<file path="config.mk">
export PLATFORM = sky130hd
export DESIGN_NAME = digit_scan_ctrl
export DESIGN_NICKNAME = d
export VERILOG_FILES = /design/src/rtl/digit_pkg.sv /design/src/rtl/hex_to_seg.sv /design/src/rtl/digit_scan_ctrl.sv
export SDC_FILE = /design/constraint.sdc
export NUM_CORES = 1
export LEC_CHECK = 0
export CORE_MARGIN = 3
export CORE_UTILIZATION = 50
export DETAILED_ROUTE_END_ITERATION = 12
export GPL_TIMING_DRIVEN = 0
export PLACE_DENSITY_LB_ADDON = 0.1
export REMOVE_ABC_BUFFERS = 1
export SLEW_MARGIN = 20
export SYNTH_ARGS = -nofsm -noshare
export SYNTH_HDL_FRONTEND = slang
export SYNTH_SLANG_ARGS = --single-unit
</file>
<file path="constraint.sdc">
create_clock -name clk -period 4.1 [get_ports clk]
set_clock_uncertainty 0.15 [all_clocks]
set_input_delay 1.025 -clock clk [delete_from_list [all_inputs] [get_ports clk]]
set_output_delay 1.025 -clock clk [all_outputs]
set_load 0.005 [all_outputs]
</file>
<file path="src/rtl/digit_pkg.sv">
// Shared types and constants for the multiplexed seven-segment display blocks.
// Segment codes are active-low, ordered {g,f,e,d,c,b,a}.
package digit_pkg;

    typedef enum logic {BLANK, SHOW} scan_state_t;

    localparam logic [6:0] SEG_BLANK  = 7'h7F;
    localparam logic [7:0] ANODES_OFF = 8'hFF;

    function automatic logic [6:0] hex_seg(input logic [3:0] v);
        logic [6:0] s;
        s = SEG_BLANK;
        case (v)
            4'h0: s = 7'b1000000;
            4'h1: s = 7'b1111001;
            4'h2: s = 7'b0100100;
            4'h3: s = 7'b0110000;
            4'h4: s = 7'b0011001;
            4'h5: s = 7'b0010010;
            4'h6: s = 7'b0000010;
            4'h7: s = 7'b1111000;
            4'h8: s = 7'b0000000;
            4'h9: s = 7'b0010000;
            4'hA: s = 7'b0001000;
            4'hB: s = 7'b0000011;
            4'hC: s = 7'b1000110;
            4'hD: s = 7'b0100001;
            4'hE: s = 7'b0000110;
            4'hF: s = 7'b0001110;
        endcase
        return s;
    endfunction

endpackage

</file>
<file path="src/rtl/hex_to_seg.sv">
// Combinational hex nibble to active-low seven-segment lookup.
module hex_to_seg
    import digit_pkg::*;
(
    input  logic [3:0] i_hex,
    output logic [6:0] o_seg
);

    assign o_seg = hex_seg(i_hex);

endmodule

</file>
<file path="src/rtl/digit_scan_ctrl.sv">
// Eight-digit seven-segment scan controller with frame-aligned word commit.
//   state | meaning
//   BLANK | all anodes off, gap before digit idx
//   SHOW  | digit idx lit; last SHOW of idx 7 is the frame commit point
module digit_scan_ctrl
    import digit_pkg::*;
#(
    parameter int TICK_DIV     = 100000,
    parameter int BLANK_CYCLES = 16
) (
    input  logic        clk,
    input  logic        rst,
    input  logic        data_valid,
    output logic        data_ready,
    input  logic [31:0] data,
    input  logic [7:0]  dp_in,
    input  logic [7:0]  digit_en,
    output logic [7:0]  an,
    output logic [6:0]  seg,
    output logic        dp,
    output logic        frame_start
);

    localparam int CNT_MAX = (TICK_DIV > BLANK_CYCLES) ? TICK_DIV : BLANK_CYCLES;
    localparam int CNT_W   = (CNT_MAX > 1) ? $clog2(CNT_MAX) : 1;
    localparam logic [CNT_W-1:0] SHOW_LAST  = CNT_W'(TICK_DIV - 1);
    localparam logic [CNT_W-1:0] BLANK_LAST = CNT_W'(BLANK_CYCLES - 1);

    scan_state_t      r_state, w_state_nxt;
    logic [CNT_W-1:0] r_cnt, w_cnt_nxt;
    logic [2:0]       r_idx, w_idx_nxt;
    logic             w_commit;

    logic [31:0] r_disp, r_pend;
    logic [7:0]  r_disp_dp, r_pend_dp;
    logic        r_pend_full, w_pend_full_nxt;
    logic        r_ready, w_xfer;

    logic [7:0]  r_an, w_an_nxt, w_onehot;
    logic [6:0]  r_seg, w_seg_nxt, w_seg;
    logic        r_dp, w_dp_nxt, r_frame_start;
    logic [3:0]  w_nib;

    always_ff @(posedge clk or posedge rst) begin
        if (rst) begin
            r_state <= BLANK;
            r_cnt   <= '0;
            r_idx   <= 3'd0;
        end else begin
            r_state <= w_state_nxt;
            r_cnt   <= w_cnt_nxt;
            r_idx   <= w_idx_nxt;
        end
    end

    always_comb begin
        w_state_nxt = r_state;
        w_cnt_nxt   = r_cnt + 1'b1;
        w_idx_nxt   = r_idx;
        w_commit    = 1'b0;
        case (r_state)
            BLANK: begin
                if (r_cnt == BLANK_LAST) begin
                    w_cnt_nxt   = '0;
                    w_state_nxt = SHOW;
                end
            end
            SHOW: begin
                if (r_cnt == SHOW_LAST) begin
                    w_cnt_nxt   = '0;
                    w_state_nxt = BLANK;
                    w_idx_nxt   = r_idx + 3'd1;
                    w_commit    = (r_idx == 3'd7);
                end
            end
            default: begin
                w_cnt_nxt   = '0;
                w_state_nxt = BLANK;
            end
        endcase
    end

    // A commit with pend full cannot coincide with a transfer: ready is low then.
    assign w_xfer          = data_valid && r_ready;
    assign w_pend_full_nxt = (w_commit && r_pend_full) ? 1'b0 :
                             (w_xfer ? 1'b1 : r_pend_full);

    always_ff @(posedge clk or posedge rst) begin
        if (rst) begin
            r_disp        <= '0;
            r_disp_dp     <= '0;
            r_pend        <= '0;
            r_pend_dp     <= '0;
            r_pend_full   <= 1'b0;
            r_ready       <= 1'b1;
            r_frame_start <= 1'b0;
        end else begin
            if (w_xfer) begin
                r_pend    <= data;
                r_pend_dp <= dp_in;
            end
            if (w_commit && r_pend_full) begin
                r_disp    <= r_pend;
                r_disp_dp <= r_pend_dp;
            end
            r_pend_full   <= w_pend_full_nxt;
            r_ready       <= !w_pend_full_nxt;
            r_frame_start <= w_commit;
        end
    end

    assign w_onehot = 8'b0000_0001 << r_idx;
    assign w_nib    = r_disp[{r_idx, 2'b00} +: 4];

    hex_to_seg u_hex_to_seg (
        .i_hex (w_nib),
        .o_seg (w_seg)
    );

    always_comb begin
        w_an_nxt  = ANODES_OFF;
        w_seg_nxt = SEG_BLANK;
        w_dp_nxt  = 1'b1;
        if (r_state == SHOW) begin
            w_an_nxt  = ~(w_onehot & digit_en);
            w_seg_nxt = w_seg;
            w_dp_nxt  = ~r_disp_dp[r_idx];
        end
    end

    always_ff @(posedge clk or posedge rst) begin
        if (rst) begin
            r_an  <= ANODES_OFF;
            r_seg <= SEG_BLANK;
            r_dp  <= 1'b1;
        end else begin
            r_an  <= w_an_nxt;
            r_seg <= w_seg_nxt;
            r_dp  <= w_dp_nxt;
        end
    end

    assign an          = r_an;
    assign seg         = r_seg;
    assign dp          = r_dp;
    assign data_ready  = r_ready;
    assign frame_start = r_frame_start;

endmodule

</file>
; Word-level counts from Yosys, hierarchy flattened
; Memories as Yosys holds them, arrays and structs flattened.
; Cells that the tools add are included.
[word_totals]
latchBits = 0
mem_count = 1
in_bits = 51
word_cells = 45
output_inout_bits = 18
regBits = 120
ram_bits = 0
rom_bits = 112
[op_classes]
div_mod_pow = 0
multipliers = 0
muxes = 15
order_cmp = 1
n_shift = 2
reduce_logical = 4
bitwise_logic = 4
addsub = 2
eq_ne = 3
[mem_list]
columns = name, depth, word_bits, rd, rd_clocked_by_memory_dff, wr, line
row1 = (no name shown), 16, 7, 1, 0, 0, digit_pkg.sv:13  ; case (v)
[ops]
columns = operator, count
row1 = $mux 17, 2
row2 = $pmux 17 s2, 1
row3 = $shiftx 32x6->4, 1
row4 = $add 17x1->17 const B, 1
row5 = $eq 17x17->1 const B, 1
row6 = $eq 17x4->1 const B, 1
row7 = $and 8x8->8, 1
row8 = $mux 1, 8
row9 = $mux 8, 1
row10 = $not 8->8, 1
row11 = $shl 1x3->8 const A, 1
row12 = $mux 7, 1
row13 = $lt 3x4->1 const B, 1
row14 = $add 3x1->3 const B, 1
row15 = $bmux 1 s3, 1
row16 = $eq 3x3->1 const B, 1
row17 = $logic_and 1x1->1, 2
row18 = $not 1->1, 2
row19 = $pmux 1 s2, 1
row20 = $reduce_and 2->1, 1
row21 = $logic_not 1->1, 1

; Logic depth before layout (Yosys ltp)
[logic_depth]
ltp_word = 6
ltp_mapped = 8
mapped_depth_nobuf = 7

; By module
; From an unflattened synthesis, not the netlist that was laid out.
[unflattened]
cells_unflattened = 380
hier_area_um2 = 5395.2
[by_module_without_submodules]
columns = mod, seq_area_each_um2, cells_each, instances, area_each_um2
row1 = digit_scan_ctrl, 3024.2, 345, 1, 5124.9
row2 = hex_to_seg, 0.0, 35, 1, 270.3

; Least setup slack after synthesis
; OpenSTA, ideal clock, no wires.
[synth_timing]
path_type = reg2reg
from = register r_idx[0]
to = register r_seg[0] (netlist: seg[0])
path_buffers = 1
period_less_slack_ns = 2.503
setup_ns = 0.080
t_required_ns = 3.870
slack_ns = 1.597
stages_incl_launch_ff = 8
arrival_ns = 2.273
cell_sequence = dfrtp_1 buf_2 mux4_2 mux2i_1 inv_1 ha_1 mux2_2 o22a_1
[synth_via]
elab_chain_cells = 3
[synth_lines]
columns = item, line
row1 = "start, declared", digit_scan_ctrl.sv:31  ; logic [2:0] r_idx, w_idx_nxt;
row2 = "start signal, assigned", digit_scan_ctrl.sv:52  ; r_idx <= w_idx_nxt;
row3 = $shiftx 32x6->4, digit_scan_ctrl.sv:113  ; assign w_nib = r_disp[{r_idx, 2'b00} +: 4];
row4 = $mem_v2 16x7, --
row5 = $mux 7, digit_scan_ctrl.sv:124  ; if (r_state == SHOW) begin
row6 = net w_seg_nxt[0], digit_scan_ctrl.sv:40  ; logic [6:0] r_seg, w_seg_nxt, w_seg;
row7 = "end signal, assigned", digit_scan_ctrl.sv:138  ; r_seg <= w_seg_nxt;
row8 = "end, declared", digit_scan_ctrl.sv:40
; The timed path passes the listed nets, and every way through them passes these cells.
; A chain may end at the register's enable or synchronous reset.

; Worst setup path in the final report
[layout_timing]
from = register r_cnt[5]
to = register r_disp[6]
[layout_via]
elab_chain_cells = 4
[layout_lines]
columns = item, line
row1 = "start, declared", digit_scan_ctrl.sv:30  ; logic [CNT_W-1:0] r_cnt, w_cnt_nxt;
row2 = "start signal, assigned", digit_scan_ctrl.sv:51  ; r_cnt <= w_cnt_nxt;
row3 = $eq 17x17->1, digit_scan_ctrl.sv:69  ; if (r_cnt == SHOW_LAST) begin
row4 = $mux 1, digit_scan_ctrl.sv:69
row5 = $mux 1, digit_scan_ctrl.sv:61  ; case (r_state)
row6 = $logic_and 1x1->1, digit_scan_ctrl.sv:102  ; if (w_commit && r_pend_full) begin
row7 = "end signal, assigned", digit_scan_ctrl.sv:103  ; r_disp <= r_pend;
row8 = "end, declared", digit_scan_ctrl.sv:34  ; logic [31:0] r_disp, r_pend;
; Every way passes these cells.

==> summary.md <==
| Metric | Value |
|---|---|
| Unrepaired setup endpoints after global routing | `no` |
| Final Cell Area | `6769 µm²` |
| Yosys cell types | `34` |
| Final core area utilization | `65.57%` |
| Wire per inst | `roughly 16 µm` |
| Post-CTS Hold Buffers | `0` |
| Combinational share of power | `7.8%` |
| Seq/Total Area, Yosys | `56.79%` |
| Initial Util | `51.58%` |
| Worst setup SP type | `register` |
| P_leak | `3.137 nW` |
| Final setup viols | `0` |
| Slew margin rel. | `a little under 30%` |
| Root Buffer | `clkbuf_8` |
| Post-CTS Setup Inserts | `0` |
| Grt ovf | `0` |
| Tightest Pin Transition | `between 1 and 1.5 ns` |
| Most common cell after layout, fill and taps aside | `dfrtp_1` |
| Vias/cell | `5.287` |
| Initial antenna violation count | `0` |
| DRC Markers | `0` |
| Max IR drop VDD | `0.3375 mV` |
| Row cnt | `37` |
| Number of global-route vias before repair | `approximately 3,200` |
| MaxCap Viol Count | `0` |
| Final period util | `80.17%` |
| Largest buffer count on any clock path | `2` |
| Area post-placement | `roughly 6100 µm²` |
| GRT Resource Usage Total | `17.96%` |
| Fmax | `approximately 0.3 GHz` |
| Die Span X | `109.2 µm` |
| IO Pins | `a little under 70` |
| Clock Sinks | `120` |
| Die span in y | `109.2 µm` |
| Die Footprint | `11,920 µm²` |
| Final hold violations | `0` |
| DRT Pass-1 Iters | `4` |
| Core area | `10,320 µm²` |
| Synth-to-layout area growth | `27.11%` |
| DR vias | `between 3,000 and 4,000` |
| #FFs+latches synth | `120` |
| Post-DRT Antenna Nets | `0` |
| Slew Limit Fails | `0` |
| Layout Nets | `500` |
| Critical path type | `register to register` |
| Switch Pwr | `0.0007007 W` |
| Antenna cells | `0` |
| # resized after CTS | `0` |
| Largest net degree at the start of global routing | `between 70 and 80` |
| CTS Buf Count | `17` |
| First-pass GRT wire length | `16,000 µm` |
| Most frequent cells in the layout | `103 x dfrtp_1, 68 x clkdlybuf4s50_1, 46 x mux2_2, 38 x mux2_4, 18 x nand2_1` |
| Minimum clock period | `3.287 ns` |
| Fraction of layout cells with a size suffix above 1 | `around 33%` |
| PwrDens | `478.0 nW/µm²` |
| Net Sw Frac | `between 20 and 25%` |
| CP Capture Type | `register` |
| Placer's final routability congestion estimate | `0.7759` |
| Fillers | `762` |
| Post-Synthesis Cells | `364` |
| DRT iter0 DRCs | `119` |
| Crit path arrival time | `3.53 ns` |
| Status | `completed` |
| Reg power frac | `44.5%` |
| CTS H-tree lvls | `4` |
| Clk_lat worst skew | `0.53 ns` |
| Power Internal | `roughly 0.0025 W` |
| Hold Crit Class | `register to register` |
| TritonCTS clock tree | `built` |
| IO buf count | `between 60 and 70` |
| Clk slew on worst S/H paths | `0.06 ns` |
| Hpwl dp | `6495 µm` |
| Syn Area/Cell | `14.63 µm²` |
| Clk pwr share | `around 48%` |
| Warning count from the yosys run | `0` |
| Syn Std Cell Area | `~5300 µm²` |
| Detailed Route WL | `9625 µm` |
| CP required | `around 4.4 ns` |
| CP max FO | `42` |
-- power groups by stage --
stage,logic (W),registers (W),clock network [W]
2_1_floorplan,0.000177,0.00143,0
3_3_place_gp,0.000242,0.00146,0
3_5_place_dp,0.000257,0.00146,0
4_1_cts,0.000258,0.00144,0.00158
5_1_grt,0.000277,0.00146,0.00164
6_report,0.000251,0.00144,0.00154
-- registers in the layout (all words and copies together), names as in the netlist --
register	count
r_disp	32
r_pend	32
r_cnt	17
an	8
r_disp_dp	8
r_pend_dp	8
seg	7
r_idx	3
data_ready	1
dp	1
frame_start	1
r_pend_full	1
r_state	1
-- critical path: stages, from the launching register on --
cell	delay (ns)
dfrtp_1	0.43
or4_4	0.56
nor4_4	0.27
and3_1	0.31
nand4_4	0.81
mux2_4	0.61
-- worst paths after layout --
| check | from | to | slack [ns] | cells past startpoint |
|---|---|---|---|---|
| max in group asynchronous | rst | an[6]$_DFF_PP1_ | 2.34 | 3 |
| min in group asynchronous | rst | r_pend[3]$_DFFE_PP0P_ | 0.74 | 2 |
| hold reg to reg | r_cnt[0]$_DFF_PP0_ | r_cnt[0]$_DFF_PP0_ | 0.34 | 1 |
| setup / recovery | r_cnt[5]$_DFF_PP0_ | r_disp[6]$_DFFE_PP0P_ | 0.81 | 5 |
| setup reg to reg | r_cnt[5]$_DFF_PP0_ | r_disp[6]$_DFFE_PP0P_ | 0.81 | 5 |
| hold / removal | r_cnt[0]$_DFF_PP0_ | r_cnt[0]$_DFF_PP0_ | 0.34 | 1 |
-- cells in the mapped netlist, drive strengths merged --
cell type,instances,area (µm²)
dfstp,17,446.7
inv,10,37.54
a221o,1,10.01
o21a,1,7.510
nand2,18,67.56
mux4,8,180.2
clkbuf,7,26.28
nand2b,1,6.260
ha,12,150.1
mux2,84,1089
nor2,14,52.55
and2,1,6.260
nand4,10,77.57
buf,9,66.31
nor3,1,5.000
a31oi,1,6.260
and3,8,50.05
o221ai,3,26.28
nor4,2,27.53
nand3,15,75.07
o21ai,4,20.02
dfrtp,103,2577
o22a,2,17.52
a41oi,1,8.760
and4,3,26.28
mux2i,11,110.1
or4,1,11.26
xnor2,9,78.83
xor2,7,61.31
-- per-layer routing --
layer  vias up  share of wire [%]  wire length (µm)  GRT usage [%]
met3        11                4.4               425          5.743
li1       1451                  -                 -              -
met2        68                 49              4726          27.94
met1      1568                 45              4345          23.26
met5         -                  0                 0              0
met4         0                1.3               127          7.658
-- final cells by class --
class / count / area (µm²) / share of cell area, %
flip-flops and latches: 120 / 3024 / 44.68
multi-input cells: 218 / 2172 / 32.09
repair buffers: 70 / 735.7 / 10.87
clock buffers: 18 / 427.9 / 6.322
clock inverters: 14 / 196.4 / 2.902
inverters: 10 / 42.54 / 0.6285
well taps: 136 / 170.2 / 2.514
-- logic make-up after synthesis --
family                     after synthesis  synth area share [%]
buffers and inverters                   26                 2.444
xor gates and xnor gates                16                 2.632
and+or+nand+nor                         74                 7.613
DFF                                    120                 56.79
AOI/OAI and AO/OA                       13                 1.810
muxes                                  103                 25.89
adders and majority gates               12                 2.819
-- through the flow --
stage / hold WS (ns) / cells / power (W) / TNS [ns] / worst slack, ns
after floorplan: 0.2979 / 348 / 0.001604 / -23.97 / -0.2327
after global placement: 0.3244 / 552 / 0.001698 / -205.72 / -1.891
final: 0.3380 / 586 / 0.003235 / 0 / 0.8131
after CTS: 0.3408 / 586 / 0.003282 / 0 / 0.7786
after detailed placement: 0.3333 / 554 / 0.001721 / 0 / 0.8075
after global routing: 0.3599 / 586 / 0.003374 / 0 / 0.6395
Note: power is estimated with default switching activity, not from simulation.
